--- config.mk ---
export PLATFORM = sky130hd
export DESIGN_NAME = v20_filter_ctrl
export DESIGN_NICKNAME = d
export VERILOG_FILES = /design/src/rtl/v20_filter_param.sv /design/src/rtl/v20_peak_hold.sv /design/src/rtl/v20_filter_ctrl.sv
export SDC_FILE = /design/constraint.sdc
export NUM_CORES = 1
export LEC_CHECK = 0
export ABC_AREA = 1
export BUFFER_PORTS_ARGS = -buffer_cell sky130_fd_sc_hd__buf_2
export CAP_MARGIN = 10
export CORE_UTILIZATION = 39
export DETAILED_ROUTE_END_ITERATION = 10
export SLEW_MARGIN = 40
export SYNTH_ARGS = -nofsm -noshare
export SYNTH_HDL_FRONTEND = slang
export SYNTH_SLANG_ARGS = --single-unit
--- constraint.sdc ---
create_clock -name clk -period 3.95 [get_ports clk]
set_input_delay 0.5925 -clock clk [delete_from_list [all_inputs] [get_ports clk]]
set_output_delay 0.5925 -clock clk [all_outputs]
set_load 0.02 [all_outputs]
--- src/rtl/v20_filter_param.sv ---
// Shared constants and state type for the v20 trapezoidal shaper event sequencer.
package v20_filter_param;

   localparam int unsigned DATA_W_DEF   = 16;
   localparam int unsigned KL_W_DEF     = 5;
   localparam int unsigned M_W_DEF      = 8;
   localparam int unsigned TS_W_DEF     = 32;
   localparam int unsigned PIPE_LAT_DEF = 4;
   localparam int unsigned CNT_W_DEF    = 16;

   localparam int unsigned K_DEF = 10;
   localparam int unsigned L_DEF = 6;
   localparam int unsigned M_DEF = 16;

   typedef enum logic [2:0] {
      FLUSH,
      ARMED,
      PEAK,
      HOLDOFF,
      REPORT
   } state_t;

endpackage

--- src/rtl/v20_peak_hold.sv ---
// Running-maximum register: load starts a new pulse, update keeps the larger sample.
module v20_peak_hold #(
   parameter int unsigned W = 16
) (
   input  logic         clk,
   input  logic         reset,
   input  logic         load,
   input  logic         update,
   input  logic [W-1:0] din,
   output logic [W-1:0] peak
);

   always_ff @(posedge clk) begin
      if (!reset) begin
         peak <= '0;
      end else if (load) begin
         peak <= din;
      end else if (update && (din > peak)) begin
         peak <= din;
      end
   end

endmodule

--- src/rtl/v20_filter_ctrl.sv ---
// Event sequencer for the v20 shaper: owns k/l/M, flushes the filter, captures peak and
// timestamp per pulse, rejects pile-up and presents events over valid/ready.
module v20_filter_ctrl
   import v20_filter_param::*;
#(
   parameter int unsigned SIZE_FILTER_DATA = DATA_W_DEF,
   parameter int unsigned KL_W             = KL_W_DEF,
   parameter int unsigned M_W              = M_W_DEF,
   parameter int unsigned TS_W             = TS_W_DEF,
   parameter int unsigned PIPE_LAT         = PIPE_LAT_DEF,
   parameter int unsigned CNT_W            = CNT_W_DEF
) (
   input  logic                        clk,
   input  logic                        reset,
   input  logic                        cfg_wr,
   input  logic [KL_W-1:0]             cfg_k,
   input  logic [KL_W-1:0]             cfg_l,
   input  logic [M_W-1:0]              cfg_m,
   input  logic [SIZE_FILTER_DATA-1:0] thr,
   input  logic [SIZE_FILTER_DATA-1:0] flt_data,
   output logic                        flt_clear,
   output logic [KL_W-1:0]             flt_k,
   output logic [KL_W-1:0]             flt_l,
   output logic [M_W-1:0]              flt_m,
   output logic                        evt_valid,
   input  logic                        evt_ready,
   output logic [SIZE_FILTER_DATA-1:0] evt_amp,
   output logic [TS_W-1:0]             evt_ts,
   output logic [CNT_W-1:0]            pileup_cnt,
   output logic [CNT_W-1:0]            drop_cnt,
   output logic                        cfg_err,
   output logic                        busy
);

   localparam int unsigned PH_W = KL_W + 1 + $clog2(PIPE_LAT + 1);
   localparam logic [PH_W-1:0] RST_FLUSH_M1 = PH_W'(K_DEF + L_DEF + PIPE_LAT - 1);

   state_t state, state_nx;

   logic [PH_W-1:0] ph_cnt;
   logic [KL_W:0]   span, cfg_span;
   logic [PH_W-1:0] span_m1, flush_len, flush_m1;
   logic            above, prev_above;
   logic            armed_again, pile, pile_now;
   logic            ph_done;

   logic peak_load, peak_upd, ts_cap, cfg_load;
   logic ph_load_span, ph_dec, pile_inc, drop_inc;

   logic [TS_W-1:0] ts;

   assign above    = (flt_data >= thr);
   assign ph_done  = (ph_cnt == '0);
   assign span     = {1'b0, flt_k} + {1'b0, flt_l};
   assign cfg_span = {1'b0, cfg_k} + {1'b0, cfg_l};
   // A zero span still spends one cycle per phase so the counter never underflows.
   assign span_m1   = (span == '0) ? '0 : PH_W'(span) - PH_W'(1);
   assign flush_len = PH_W'(cfg_span) + PH_W'(PIPE_LAT);
   assign flush_m1  = (flush_len == '0) ? '0 : flush_len - PH_W'(1);
   assign pile_now  = pile | (armed_again & above);

   assign busy      = (state != ARMED);
   assign evt_valid = (state == REPORT);

   always_ff @(posedge clk) begin
      if (!reset) begin
         state <= FLUSH;
      end else begin
         state <= state_nx;
      end
   end

   always_comb begin
      state_nx     = state;
      peak_load    = 1'b0;
      peak_upd     = 1'b0;
      ts_cap       = 1'b0;
      cfg_load     = 1'b0;
      ph_load_span = 1'b0;
      ph_dec       = 1'b0;
      pile_inc     = 1'b0;
      drop_inc     = 1'b0;
      case (state)
         FLUSH: begin
            if (ph_done) state_nx = ARMED;
            else         ph_dec   = 1'b1;
         end
         ARMED: begin
            if (cfg_wr) begin
               cfg_load = 1'b1;
               state_nx = FLUSH;
            end else if (above) begin
               peak_load    = 1'b1;
               ts_cap       = 1'b1;
               ph_load_span = 1'b1;
               state_nx     = PEAK;
            end
         end
         PEAK: begin
            peak_upd = 1'b1;
            if (ph_done) begin
               ph_load_span = 1'b1;
               state_nx     = HOLDOFF;
            end else begin
               ph_dec = 1'b1;
            end
         end
         HOLDOFF: begin
            if (ph_done) begin
               pile_inc = pile_now;
               state_nx = pile_now ? ARMED : REPORT;
            end else begin
               ph_dec = 1'b1;
            end
         end
         REPORT: begin
            if (evt_ready)                 state_nx = ARMED;
            else if (above && !prev_above) drop_inc = 1'b1;
         end
         default: state_nx = FLUSH;
      endcase
   end

   always_ff @(posedge clk) begin
      if (!reset) begin
         flt_k       <= KL_W'(K_DEF);
         flt_l       <= KL_W'(L_DEF);
         flt_m       <= M_W'(M_DEF);
         flt_clear   <= 1'b1;
         ph_cnt      <= RST_FLUSH_M1;
         evt_ts      <= '0;
         ts          <= '0;
         pileup_cnt  <= '0;
         drop_cnt    <= '0;
         cfg_err     <= 1'b0;
         prev_above  <= 1'b0;
         armed_again <= 1'b0;
         pile        <= 1'b0;
      end else begin
         ts         <= ts + TS_W'(1);
         prev_above <= above;
         cfg_err    <= cfg_wr && (state != ARMED);
         flt_clear  <= cfg_load;
         if (cfg_load) begin
            flt_k  <= cfg_k;
            flt_l  <= cfg_l;
            flt_m  <= cfg_m;
            ph_cnt <= flush_m1;
         end else if (ph_load_span) begin
            ph_cnt <= span_m1;
         end else if (ph_dec) begin
            ph_cnt <= ph_cnt - PH_W'(1);
         end
         if (ts_cap) evt_ts <= ts;
         if (pile_inc && (pileup_cnt != '1)) pileup_cnt <= pileup_cnt + CNT_W'(1);
         if (drop_inc && (drop_cnt != '1))   drop_cnt   <= drop_cnt + CNT_W'(1);
         // Pile-up needs a dip below thr and then a new crossing, both inside holdoff.
         if (state == HOLDOFF) begin
            if (!above) armed_again <= 1'b1;
            pile <= pile_now;
         end else begin
            armed_again <= 1'b0;
            pile        <= 1'b0;
         end
      end
   end

   v20_peak_hold #(
      .W(SIZE_FILTER_DATA)
   ) u_peak_hold (
      .clk    (clk),
      .reset  (reset),
      .load   (peak_load),
      .update (peak_upd),
      .din    (flt_data),
      .peak   (evt_amp)
   );

endmodule

# [Word level (Yosys, flattened, before mapping)]
# Cells that the tools add are included.
[classes] n_addsub=9 order_cmp=2 eq_ne=12 mux=30 bitwise=2 n_reduce_logical=15
[ops] cell="$mux 9" count=5
[ops] cell="$add 16x1->16 const B" count=2
[ops] cell="$add 32x1->32 const B" count=1
[ops] cell="$mux 16" count=2
[ops] cell="$ne 16x16->1 const B" count=2
[ops] cell="$mux 3" count=7
[ops] cell="$logic_not 9->1" count=2
[ops] cell="$ge 16x16->1" count=1
[ops] cell="$gt 16x16->1" count=1
[ops] cell="$pmux 3 s5" count=1
[ops] cell="$mux 1" count=14
[ops] cell="$add 5x5->6" count=2
[ops] cell="$sub 9x1->9 const B" count=1
[ops] cell="$sub 7x1->8 const B" count=1
[ops] cell="$add 6x3->7 const B" count=1
[ops] cell="$sub 6x1->7 const B" count=1
[ops] cell="$eq 3x2->1 const B" count=2
[ops] cell="$logic_not 6->1" count=1
[ops] cell="$ne 2x2->1 const B" count=3
[ops] cell="$logic_and 1x1->1" count=5
[ops] cell="$reduce_and 5->1" count=1
[ops] cell="$eq 3x1->1 const B" count=1
[ops] cell="$eq 3x3->1 const B" count=1
[ops] cell="$logic_not 3->1" count=1
[ops] cell="11 further kinds" count=11
[word_totals] reg_bits=147 input_bits=54 out_inout_bits=102

# [Logic depth before layout (Yosys ltp)]
# Gate-level depths: netlist (run 1).
[logic_depth] word_depth=6 ltp_mapped=20

# [Cells and area by module]
# Synthesis (run 1) repeated with hierarchy kept, for this count alone.
[unflattened] hier_cells=1161 area_unflattened_um2=8326.7
[by_module_without_submodules] module="v20_filter_ctrl" n_inst=1 cells_per_inst=998 area_each_um2=7195.7 seq_area_each_um2=2622.5
[by_module_without_submodules] module="v20_peak_hold" n_inst=1 cells_per_inst=163 area_each_um2=1131.1 seq_area_each_um2=320.3

# [Worst setup path after synthesis (run 1)]
# OpenSTA, ideal clock, no wires.
[synth_path] kind="input to register" start="in cfg_k[1]" end="reg ph_cnt[4]" setup_ps=122 t_arrival_ps=2511 required_ps=3828 setup_slack_ps=1317 stages=13 n_path_buf=0 cell_sequence="ha_1 -> ha_1 -> inv_1 -> fa_1 -> nand3b_1 -> nand2_1 -> xor2_1 -> nand4_1 -> nor2_1 -> nor2_1 -> nand2_1 -> nand2_1 -> nand3b_1"
[synth_between] elab_chain_len=5 word_cells_on_any_way=6
[synth_lines] element="start, declared" line_no="v20_filter_ctrl.sv:16" rtl="input logic [KL_W-1:0] cfg_k,"
[synth_lines] element="$add 5x5->6 (*)" line_no="v20_filter_ctrl.sv:55" rtl="assign cfg_span = {1'b0, cfg_k} + {1'b0, cfg_l};"
[synth_lines] element="$add 6x3->7 (*)" line_no="v20_filter_ctrl.sv:58" rtl="assign flush_len = PH_W'(cfg_span) + PH_W'(PIPE_LAT);"
[synth_lines] element="$sub 7x1->8 / $logic_not 9->1 (equally long branches)" line_no="v20_filter_ctrl.sv:59" rtl="assign flush_m1 = (flush_len == '0) ? '0 : flush_len - PH_W'(1);"
[synth_lines] element="$mux 9 (*)" line_no="v20_filter_ctrl.sv:59"
[synth_lines] element="$mux 9 (*)" line_no="v20_filter_ctrl.sv:144" rtl="if (cfg_load) begin"
[synth_lines] element="end signal, assigned" line_no="v20_filter_ctrl.sv:148" rtl="ph_cnt <= flush_m1;"
[synth_lines] element="end signal, assigned" line_no="v20_filter_ctrl.sv:150" rtl="ph_cnt <= span_m1;"
[synth_lines] element="end signal, assigned" line_no="v20_filter_ctrl.sv:152" rtl="ph_cnt <= ph_cnt - PH_W'(1);"
[synth_lines] element="end, declared" line_no="v20_filter_ctrl.sv:40" rtl="logic [PH_W-1:0] ph_cnt;"
# Mark *: on every way between the ends. The rest lies on a longest branch, timed or not.
# A chain may end at the register's enable or synchronous reset.

# [Worst setup path after layout (run 1)]
[layout_path] start="in flt_data[15]" end="reg evt_ts[24]"
[layout_between] elab_chain_len=4
[layout_lines] element="start, declared" line_no="v20_filter_ctrl.sv:20" rtl="input logic [SIZE_FILTER_DATA-1:0] flt_data,"
[layout_lines] element="$ge 16x16->1" line_no="v20_filter_ctrl.sv:52" rtl="assign above = (flt_data >= thr);"
[layout_lines] element="$mux 1" line_no="v20_filter_ctrl.sv:92" rtl="end else if (above) begin"
[layout_lines] element="$mux 1" line_no="v20_filter_ctrl.sv:89" rtl="if (cfg_wr) begin"
[layout_lines] element="$mux 1" line_no="v20_filter_ctrl.sv:83" rtl="case (state)"
[layout_lines] element="end signal, assigned" line_no="v20_filter_ctrl.sv:154" rtl="if (ts_cap) evt_ts <= ts;"
[layout_lines] element="end, declared" line_no="v20_filter_ctrl.sv:28" rtl="output logic [TS_W-1:0] evt_ts,"
# Every way passes these cells.

==> run_results.csv, run 1 <==
group,metric,value,unit
outcome,status,"finished clean",
die,rows,52,
cells_and_area,drive_gt1_share,19.4,%
detailed_routing,drt_pass1_iterations,4,
clock_network,hold_buffers,0,
cells_and_area,antennaDiodeCount,0,
clock_network,clock_latency,430,ps
global_routing,grt_pass1_vias,7152,
cells_and_area,layout.cells.non_filler,1567,
cells_and_area,nets,1393,
clock_network,tritoncts,"yes",
cells_and_area,layout_commonest_cell,"nand2_1",
detailed_routing,drc,0,
clock_network,cts.reportedPaths.clkPinSlew,70,ps
global_routing,grt_pass1_wl,33600,um
yosys,yosysWarningCount,0,
clock_network,cts_buffers,17,
worst_setup_path,r2r-start,"flt_l[0]",
sta,hold_viol,0,
cells_and_area,final_cell_mix,"nand2_1, buf_2, dfxtp_1",
yosys,seq_area_frac_synth,36.0,%
global_routing,grt_max_degree,87,
worst_setup_path,start_kind,"input pin",
yosys,synth_top_family_by_area,"simple AND/OR/NAND/NOR gates",
placed_design,port_buffers,155,
sta,final_max_slew_viol_count,0,
cells_and_area,syn_to_final_growth,19.1,%
yosys,mappedNetlistArea,8180,um2
placed_design,hpwl,14100,um
yosys,ys_seq_elements,147,
worst_setup_path,end_kind,"flip-flop",
detailed_routing,wl,19600,um
clock_network,ctsResizeCount,0,
power,pwr_density_cell,484,nW/um2
detailed_routing,detail-route-antenna-nets,0,
yosys,synthMuxAreaShare,0,%
flow_run,cap_violations,0,
die,design.die.area,21600,um2
detailed_routing,wire_per_inst,12.5,um
global_routing,gr-total-overflow,0,
placed_design,dpl.cell_count,1535,
power,p_leak,4.29,nW
clock_network,cts_setup_buffers,0,
yosys,avgSynthCellArea,7.18,um2
clock_network,cts_sinks,147,
die,start_util,40.0,%
min_path,holdCritPathClass,"input pin to flip-flop",
yosys,syn_nets,1249,
cells_and_area,final_util,47.7,%
worst_setup_path,cp_max_fo,56,
worst_setup_path,r2r_slack,1530,ps
min_path,min_to,"flt_m[4]",
sta,clock_skew,10.5,ps
worst_setup_path,arrival,2880,ps
yosys,synth-compound-area-share,13.9,%
sta,fin_crit_sh,65.6,%
sta,holdWs,365,ps
clock_network,clock_path_buffers,2,
sta,fmax,0.386,GHz
sta,rsz0062_at_grt,"no",
min_path,worstHoldStart,"cfg_m[4]",
die,die_h,147,um
sta,finalSetupViolCount,0,
yosys,synthAdderAreaFrac,8.60,%
yosys,ys_types,43,
sta,worst_slack,1360,ps
worst_setup_path,crit_type,"input pin to flip-flop",
detailed_routing,vias_per_cell,4.90,
sta,relSlewSlack,46.0,%
worst_setup_path,r2r_end,"ph_cnt[3]",
worst_setup_path,cp_data_required_time,4240,ps
min_path,hold_depth,3,
power,peakVddDrop,0.305,mV
die,core,20400,um2
die,die_x,147,um
worst_setup_path,ff2ff_path_depth,13,
die,io_pins,156,
clock_network,htreeDepth,4,
yosys,syn_inst,1140,
clock_network,cts-root-buf,"clkbuf_16",
global_routing,antenna_found_initial,0,
global_routing,grt.total_usage,18.9,%
detailed_routing,dr_total_vias,7673,
sta,min_period,2590,ps
yosys,synth-simple-area-share,28.6,%
placed_design,place.gp.congestion,0.878,
sta,tightestPinTransition,810,ps
yosys,synth-xor-area-share,3.64,%
sta,finalSetupTns,0,ps
placed_design,pre_cts_slack,948,ps
detailed_routing,drt_iter0_markers,462,
[cell usage after synthesis, drive strengths merged]
cell / count / area [um2]
nand3b: 5 / 37.5
nand4: 33 / 234
nor3: 34 / 195
inv: 150 / 563
a31oi: 4 / 25.0
and3: 1 / 6.26
a221oi: 1 / 8.76
o211ai: 4 / 30.0
a21oi: 110 / 573
clkbuf: 16 / 60.1
and2: 1 / 6.26
xor2: 13 / 114
ha: 53 / 663
fa: 2 / 40.0
a41oi: 1 / 8.76
nor3b: 4 / 45.1
nand2: 206 / 816
or2: 1 / 6.26
nor2: 155 / 647
dfxtp: 147 / 2940
xnor2: 21 / 184
buf: 19 / 130
nand3: 58 / 300
o21ai: 89 / 445
clkinv: 2 / 7.51
nor4: 4 / 46.3
o21a: 6 / 45.0
[critical path, cell delays in order]
cell and delay (ps):
buf_2 120, ha_1 280, a21oi_1 170, o21ai_0 120
a21oi_2 200, nand2_2 130, nand2_2 240, clkinv_2 570
o21ai_0 380, a21oi_1 60
[layer usage]
layer | GRT usage [%] | wire length [um] | share of wire (%) | up-vias
li1 | - | - | - | 4027
met1 | 24.5 | 9520 | 49 | 3476
met2 | 31.0 | 8870 | 45 | 156
met3 | 4.13 | 998 | 5.1 | 14
met4 | 5.89 | 209 | 1.1 | 0
met5 | 0 | 0 | 0 | -
[through the flow]
stage / cell area [um2] / total power [W]
final: 9740 / 0.00472
after global routing: 9740 / 0.00505
after CTS: 9740 / 0.00478
after detailed placement: 9140 / 0.00311
after global placement: 9140 / 0.00311
after floorplan: 8180 / 0.00280
[registers in the layout (all words and copies together) (netlist names)]
signal / count
ph_cnt: 9
flt_k: 5
pile: 1
drop_cnt: 16
state: 3
prev_above: 1
armed_again: 1
flt_m: 8
pileup_cnt: 16
flt_l: 5
ts: 32
cfg_err: 1
u_peak_hold.peak: 16
flt_clear: 1
evt_ts: 32
[layout make-up]
| class | instances | area, um2 |
|---|---|---|
| clock buffer | 18 | 439 |
| clock inverter | 14 | 159 |
| fill | 2086 | 10700 |
| inverter | 152 | 572 |
| multi-input combinational | 806 | 4480 |
| sequential | 147 | 2940 |
| tap | 270 | 338 |
| timing repair buffer | 160 | 813 |
[worst max-delay path by stage]
stage / startpoint / end / depth (start not counted)
3_5_place_dp: cfg_k[1] / ph_cnt[4] / 14
2_1_floorplan: cfg_k[1] / ph_cnt[4] / 13
3_3_place_gp: cfg_k[1] / ph_cnt[4] / 14
6_report: flt_data[15] / evt_ts[24] / 10
5_1_grt: thr[3] / evt_ts[21] / 15
4_1_cts: cfg_k[1] / ph_cnt[4] / 14
[where the power goes]
part / switching (W) / total, W / internal (W)
Sequential: 0.0000955 / 0.00171 / 0.00162
Combinational: 0.000844 / 0.00135 / 0.000508
Clock: 0.000733 / 0.00165 / 0.000918
[kinds of logic after synthesis]
family | after synthesis
and+or+nand+nor | 502
AOI/OAI and AO/OA | 215
buffers and inverters | 187
DFF | 147
adders and majority gates | 55
xor gates and xnor gates | 34
No activity file was read; power rests on OpenSTA's default activity.
==> inputs of run 2 (changes only) <==
ABC_AREA = 0   (was 1)
clock period = 2.4 ns   (was 3.95 ns; I/O delays follow)
==> run_results.csv, run 2 <==
group,metric,value,unit
outcome,status,"finished with violations",
outcome,violations,"setup timing",
sta,relSlewSlack,57.8,%
sta,hold_viol,0,
sta,clock_skew,10.1,ps
die,io_pins,156,
die,die_h,142,um
detailed_routing,detail-route-antenna-nets,0,
yosys,synthFlopType,"dfxtp_1",
cells_and_area,nets,1244,
yosys,syn_inst,894,
yosys,mappedNetlistArea,7630,um2
detailed_routing,dr_total_vias,6832,
cells_and_area,final_cell_mix,"buf_2, dfxtp_1, nor2_1",
clock_network,cts_sinks,147,
worst_setup_path,arrival,2860,ps
power,pwr_density_cell,594,nW/um2
clock_network,htreeDepth,4,
yosys,avgSynthCellArea,8.54,um2
detailed_routing,wl,18900,um
yosys,yosysWarningCount,0,
sta,final_max_slew_viol_count,0,
min_path,holdCritPathClass,"input pin to flip-flop",
sta,rsz0062_at_grt,"yes",
worst_setup_path,end_kind,"flip-flop",
global_routing,grt_max_degree,53,
placed_design,place.gp.congestion,0.796,
worst_setup_path,cp_max_fo,4,
sta,holdWs,157,ps
clock_network,cts_buffers,17,
clock_network,clock_path_buffers,2,
global_routing,gr-total-overflow,0,
clock_network,tritoncts,"yes",
worst_setup_path,cp_data_required_time,2710,ps
clock_network,cts.reportedPaths.clkPinSlew,60,ps
clock_network,hold_buffers,0,
yosys,seq_area_frac_synth,38.5,%
detailed_routing,drc,0,
yosys,synth_top_cell_area_share,38.5,%
placed_design,pre_cts_slack,-625,ps
yosys,ys_types,73,
sta,tightestPinTransition,634,ps
detailed_routing,drt_pass1_iterations,4,
sta,finalSetupViolCount,1,
cells_and_area,antennaDiodeCount,0,
detailed_routing,wire_per_inst,13.5,um
global_routing,grt_pass1_wl,31400,um
die,design.die.area,20100,um2
global_routing,grt.total_usage,19.5,%
sta,fmax,0.392,GHz
yosys,ys_seq_elements,147,
cells_and_area,drive_gt1_share,28.8,%
global_routing,antenna_found_initial,1,
global_routing,grt_pass1_vias,6482,
yosys,synth_edf_count,0,
die,start_util,40.3,%
clock_network,cts-root-buf,"clkbuf_16",
yosys,ys_top_cells_by_count,"dfxtp_1, nor2_1, nand2_1",
yosys,synthTopCellsByArea,"dfxtp_1, ha_1, mux2i_1",
sta,fin_crit_sh,106,%
detailed_routing,vias_per_cell,4.85,
yosys,syn_nets,1003,
die,rows,50,
power,peakVddDrop,0.485,mV
yosys,synthArstFlopShare,0,%
sta,min_period,2550,ps
die,core,19000,um2
sta,worst_slack,-150,ps
placed_design,port_buffers,155,
placed_design,hpwl,14100,um
yosys,synth_largest_area_cell,"dfxtp_1",
detailed_routing,drt_iter0_markers,253,
flow_run,cap_violations,0,
power,p_leak,4.89,nW
cells_and_area,layout_commonest_cell,"buf_2",
clock_network,clock_latency,420,ps
worst_setup_path,crit_type,"input pin to flip-flop",
yosys,synth_most_common_cell,"dfxtp_1",
cells_and_area,syn_to_final_growth,34.0,%
die,die_x,142,um
cells_and_area,reg_top3,"evt_ts (32), ts (32)",
worst_setup_path,start_kind,"input pin",
run 2: changes by cell type in the layout (fill, tap and decap cells not counted), sizes merged, moves of 10 or more:
cell,previous run,this run
xnor2,21,34
nor3,34,24
o21ai,89,24
nand4,33,15
and3,1,19
xor2,13,28
a21oi,110,49
buf,160,253
nand2b,0,10
nor2,155,137
nand3,58,27
inv,159,60
nand2,206,90
mux2i,0,51
run 2: final cells by class:
type	instances	area, um2
sequential	147	2950
multi-input combinational	660	4490
tap	260	325
clock inverter	14	225
fill	1820	8720
inverter	56	213
timing repair buffer	253	1590
clock buffer	18	439
run 2: through the flow:
step | cells | total power (W) | utilization (%) | area (um2) | TNS (ps)
6_report | 1408 | 0.00608 | 54.0 | 10200 | -150
5_1_grt | 1408 | 0.00634 | 54.0 | 10200 | -305
4_1_cts | 1408 | 0.00614 | 53.7 | 10200 | -150
3_5_place_dp | 1375 | 0.00313 | 49.9 | 9460 | -17430
3_3_place_gp | 1375 | 0.00313 | 49.9 | 9460 | -14920
2_1_floorplan | 894 | 0.00287 | - | 7710 | -718
run 2: layer usage:
layer  wire (um)  vias to the layer above  global-route usage (%)
li1            -                     3572                       -
met1        9530                     3115                    26.8
met4         119                        0                    4.07
met3         949                       13                    4.83
met5           0                        -                       0
met2        8340                      132                    30.8
run 2: what timing repair did:
| action | CTS | global route |
|---|---|---|
| gates resized for setup | 12 | 10 |
| buffers inserted | 1 | 0 |
| pin swaps | 0 | 11 |
| endpoints found under the setup margin | 5 | 27 |
run 2: worst paths after layout:
| kind | slack [ps] | from | cells past startpoint | end |
|---|---|---|---|---|
| max | -150 | cfg_k[1] | 13 | ph_cnt[5] |
| min | 160 | cfg_m[4] | 3 | flt_m[4] |
| max reg2reg | 30 | flt_l[0] | 8 | ph_cnt[3] |
| min reg2reg | 450 | flt_m[7] | 2 | flt_m[7] |
run 2: kinds of logic (layout without fill, tap and decap cells):
kind of cell	after synthesis	in the layout	share of synthesized area (%)
buf+inv	87	341	4.79
fa+ha+maj	55	55	9.21
mux	51	51	6.69
xor+xnor	62	62	7.11
compound gates	128	128	11.2
flops	147	147	38.5
simple gates	364	364	22.5
run 2: worst max-delay path, cell delays in order:
cell	delay (ps)
buf_8	100
ha_4	260
ha_4	120
inv_2	30
fa_1	500
or3b_4	420
a2111oi_4	210
a31oi_1	70
a22oi_1	220
xor2_1	190
a2bb2oi_1	180
o31a_1	150
nor2_1	30
run 2: power by group:
part           switching, W  internal (W)
clock               0.00109       0.00189
sequential        0.0000213       0.00246
combinational      0.000314      0.000299
total               0.00143       0.00465
